**src/rtl/score_display_pkg.sv**
```systemverilog
// Shared constants for the score display path.
// Segment codes are active-low, ordered gfedcba.
package score_display_pkg;

    localparam int MAX_VAL = 999;

    localparam logic [6:0] SEG_0     = 7'b1000000;
    localparam logic [6:0] SEG_1     = 7'b1111001;
    localparam logic [6:0] SEG_2     = 7'b0100100;
    localparam logic [6:0] SEG_3     = 7'b0110000;
    localparam logic [6:0] SEG_4     = 7'b0011001;
    localparam logic [6:0] SEG_5     = 7'b0010010;
    localparam logic [6:0] SEG_6     = 7'b0000010;
    localparam logic [6:0] SEG_7     = 7'b1111000;
    localparam logic [6:0] SEG_8     = 7'b0000000;
    localparam logic [6:0] SEG_9     = 7'b0010000;
    localparam logic [6:0] SEG_BLANK = 7'b1111111;

endpackage

```
**src/rtl/seg7_decoder.sv**
```systemverilog
// BCD nibble to active-low 7-segment code.
// Non-decimal nibbles blank the display.
module seg7_decoder
    import score_display_pkg::*;
(
    input  logic [3:0] bcd,
    output logic [6:0] seg
);

    // Table lookup of the segment pattern for one digit
    always_comb begin
        seg = SEG_BLANK;
        unique case (bcd)
            4'd0:    seg = SEG_0;
            4'd1:    seg = SEG_1;
            4'd2:    seg = SEG_2;
            4'd3:    seg = SEG_3;
            4'd4:    seg = SEG_4;
            4'd5:    seg = SEG_5;
            4'd6:    seg = SEG_6;
            4'd7:    seg = SEG_7;
            4'd8:    seg = SEG_8;
            4'd9:    seg = SEG_9;
            default: seg = SEG_BLANK;
        endcase
    end

endmodule

```
**src/rtl/score_bcd_display.sv**
```systemverilog
// Binary score to three registered BCD digits and HEX segments.
// Saturates at MAX_VAL; one cycle from input to all outputs.
module score_bcd_display #(
    parameter int BIN_W   = 10,
    parameter int MAX_VAL = 999
) (
    input  logic             CLOCK_50,
    input  logic             reset,
    input  logic [BIN_W-1:0] valor_bin,
    output logic [11:0]      valor_bcd,
    output logic [6:0]       digito0,
    output logic [6:0]       digito1,
    output logic [6:0]       digito2
);

    localparam logic [BIN_W-1:0] MAX_W = BIN_W'(MAX_VAL);

    logic [BIN_W-1:0]    sat_val;
    logic [BIN_W+11:0]   shift_r;
    logic [11:0]         bcd_c;
    logic [6:0]          seg0_c;
    logic [6:0]          seg1_c;
    logic [6:0]          seg2_c;

    // Clamp, then shift-and-add-3 across all input bits
    always_comb begin
        sat_val = (valor_bin > MAX_W) ? MAX_W : valor_bin;
        shift_r = {12'd0, sat_val};
        for (int i = 0; i < BIN_W; i++) begin
            for (int d = 0; d < 3; d++) begin
                if (shift_r[BIN_W+4*d +: 4] >= 4'd5) begin
                    shift_r[BIN_W+4*d +: 4] =
                        shift_r[BIN_W+4*d +: 4] + 4'd3;
                end
            end
            shift_r = shift_r << 1;
        end
        bcd_c = shift_r[BIN_W+11:BIN_W];
    end

    seg7_decoder u_dec0 (.bcd(bcd_c[3:0]),  .seg(seg0_c));
    seg7_decoder u_dec1 (.bcd(bcd_c[7:4]),  .seg(seg1_c));
    seg7_decoder u_dec2 (.bcd(bcd_c[11:8]), .seg(seg2_c));

    // Register BCD and segments together so the display stays coherent
    always_ff @(posedge CLOCK_50) begin
        if (reset) begin
            valor_bcd <= 12'h000;
            digito0   <= score_display_pkg::SEG_0;
            digito1   <= score_display_pkg::SEG_0;
            digito2   <= score_display_pkg::SEG_0;
        end else begin
            valor_bcd <= bcd_c;
            digito0   <= seg0_c;
            digito1   <= seg1_c;
            digito2   <= seg2_c;
        end
    end

endmodule

```
**config.mk**
```make
export PLATFORM = sky130hd
export DESIGN_NAME = score_bcd_display
export DESIGN_NICKNAME = d
export VERILOG_FILES = /design/src/rtl/score_display_pkg.sv /design/src/rtl/seg7_decoder.sv /design/src/rtl/score_bcd_display.sv
export SDC_FILE = /design/constraint.sdc
export NUM_CORES = 1
export LEC_CHECK = 0
export BUFFER_PORTS_ARGS = -buffer_cell sky130_fd_sc_hd__buf_2
export CORE_AREA = 3 3 89 91
export DETAILED_ROUTE_END_ITERATION = 10
export DIE_AREA = 0 0 92 94
export MAX_ROUTING_LAYER = met4
export PLACE_DENSITY = 0.67
export SLEW_MARGIN = 0
export SYNTH_ARGS = -nofsm -noshare
export SYNTH_HDL_FRONTEND = slang
export SYNTH_HIERARCHICAL = 1
export SYNTH_SLANG_ARGS = --single-unit
```
**constraint.sdc**
```tcl
create_clock -name CLOCK_50 -period 12.35 [get_ports CLOCK_50]
set_input_delay 3.0875 -clock CLOCK_50 [delete_from_list [all_inputs] [get_ports CLOCK_50]]
set_output_delay 3.0875 -clock CLOCK_50 [all_outputs]
set_load 0.005 [all_outputs]
```
==> flow_metrics.tcl <==
set metrics [dict create \
    status "complete, no violations" \
    path_buf_inv 5 \
    path_depth 37 \
    vdd_drop_max_mv 0.0875 \
    critPathMaxFanout 14 \
    cts_tree "done" \
    drtPass1Iterations 4 \
    whs_path_depth 3 \
    hpwl_mm 5.58 \
    finalWirelength_mm 7.02 \
    cts_htree_levels 2 \
    netlist_area_sq_mm 0.00353 \
    postRouteAntennaNets 0 \
    clock-sinks 33 \
    power_density_mw_per_mm2 266 \
    syn_to_final_growth_pct 7.97 \
    wl_per_cell_microns 12.6 \
    cts_buffers 5 \
    io-pin-count 45 \
    hold_buffers 0 \
    avgSynthCellArea_sq_um 8.20 \
    slowest_stage "nor2b_1" \
    nNetsFinal 501 \
    startpoint_type "input port" \
    ys_ff_latch 33 \
    cpMostUsedCell "ha_1" \
    rsz0062_at_grt "no" \
    clockBufferDepth 2 \
    drc 0 \
    crit_type "input port to flop" \
    port_buffers 44 \
    grt_first_pass_wirelength_mm 12.4 \
    period_needed_ns 11.01 \
    fin_crit_sh_pct 89.1 \
    std_cell_rows 31 \
    drt_iter0_drc 138 \
    yosys.area.top_type_share_pct 18.7 \
    vias_per_cell 5.50 \
    synth_area_leaders "dfxtp_1, ha_1, nor2b_1" \
    power_leakage_nw 1.64 \
    fin_tns_setup_ns 0 \
    die_w_microns 92 \
    vias 3069 \
    yosysUniqueCellTypes 83 \
    post_cts_buffers 0 \
    cap_violations 0 \
    drive_gt1_share_pct 24.0 \
    core_sq_mm 0.00721 \
    n_fill_cell 715 \
    final_core_util_pct 52.9 \
    synthArstFlopShare_pct 0 \
    synth_sequential_area_ratio_pct 18.7 \
    start_util_pct 49.0 \
    slew_headroom_pct 50.4 \
    synth_edf_count 0 \
    grt.total_usage_pct 17.3 \
    cts_repair_resize_count 0 \
    drv_slew 0 \
    grt_pass1_vias 2774 \
    place.gp.congestion 0.871 \
    synth_top_area_cell "dfxtp_1" \
    grt_max_degree 33 \
    synthCells 431 \
    antenna_cells 0 \
    finalHoldViolations 0 \
    ff_latch_area_sq_um 661 \
    die_y_microns 94 \
    dieArea_sq_mm 0.00865 \
    min_path_type "input port to flop" \
    antenna_found_initial 0 \
    critPathMaxStageDelay_ns 0.50 \
    critPathCaptureType "flop" \
    ys_warn_count 6 \
    synth_commonest_cells "dfxtp_1, nor2_1, ha_1, inv_1, nor2b_1" \
    yosysMostFrequentCell "dfxtp_1" \
    grt-ovfl-total 0 \
    setup_viol_count_final 0 \
    fmax_mhz 90.9 \
    pre_cts_slack_ns 1.12 \
    clk_pin_slew_worst_paths_ns 0.07 \
    synthFlopType "dfxtp_1" \
    syn_nets 472 \
    critPathArrivalTime_ns 11.15 \
    cp_data_required_time_ns 12.49 \
    cts_root_buf "clkbuf_8" \
    multi_input_area_sq_mm 0.00264 \
    critPathTopFamily "simple AND/OR/NAND/NOR gates" \
    worst_slew_pin_slew_ns 0.741 \
    setup_slack_ns 1.34 \
]
[worst min-delay path, stage by stage]
cell      delay [ns]
buf_2           0.09
or2_2           0.15
a221oi_2        0.07
[registers in the layout, indices dropped and copies added (netlist names)]
register	flops
digito2	7
digito0	7
digito1	7
valor_bcd	12
[layout by cell type (no fill, tap or decap), drive strengths merged, types with 14 or more instances in the layout]
cell / netlist / routed
inv: 26 / 26
ha: 29 / 29
nor3: 14 / 14
o21ai: 27 / 27
a21oi: 28 / 28
nand2: 26 / 26
nor2b: 25 / 25
buf: 13 / 44
nand2b: 21 / 21
or2: 17 / 17
dfxtp: 33 / 33
nor2: 32 / 32
[layout make-up]
| class | count | area share, % |
|---|---|---|
| clock buffer | 5 | 1.80 |
| clock inverter | 1 | 0.131 |
| inverter | 26 | 2.56 |
| multi-input combinational | 350 | 69.2 |
| sequential | 33 | 17.3 |
| tap | 99 | 3.25 |
| timing repair buffer | 44 | 5.77 |
[logic make-up after synthesis]
kind of cell | count (synthesis) | synth area share, %
mux | 17 | 5.74
simple gates | 175 | 28.3
compound gates | 118 | 26.9
xor+xnor | 11 | 3.47
fa+ha+maj | 29 | 10.3
flops | 33 | 18.7
buf+inv | 48 | 6.62
[report_power, final]
group          total [W]  switching [W]  internal [W]
Sequential      0.000156     0.00000754      0.000149
Combinational   0.000787       0.000447      0.000340
Clock          0.0000702      0.0000333     0.0000369
[path summary, 6_finish.rpt]
path    startpoint      endpoint
max   valor_bin[8]    digito1[3]
min   valor_bin[1]  valor_bcd[1]
[layer usage]
metal,track usage (%),vias up,part of all wire (%)
li1,-,1591,-
met1,22.3,1405,46
met2,29.3,67,49
met3,1.84,6,4.3
met4,3.96,0,0.78
met5,-,-,0
[through the flow]
step	hold slack (ns)	instance area (sq um)	std cells	power, W
after floorplan	3.31	3530	431	0.000814
after global placement	3.45	3740	552	0.000927
after detailed placement	3.45	3740	552	0.000943
after CTS	3.15	3810	558	0.00102
after global routing	3.16	3810	558	0.00113
final	3.16	3810	558	0.00101
No activity file was read; power rests on OpenSTA's default activity.
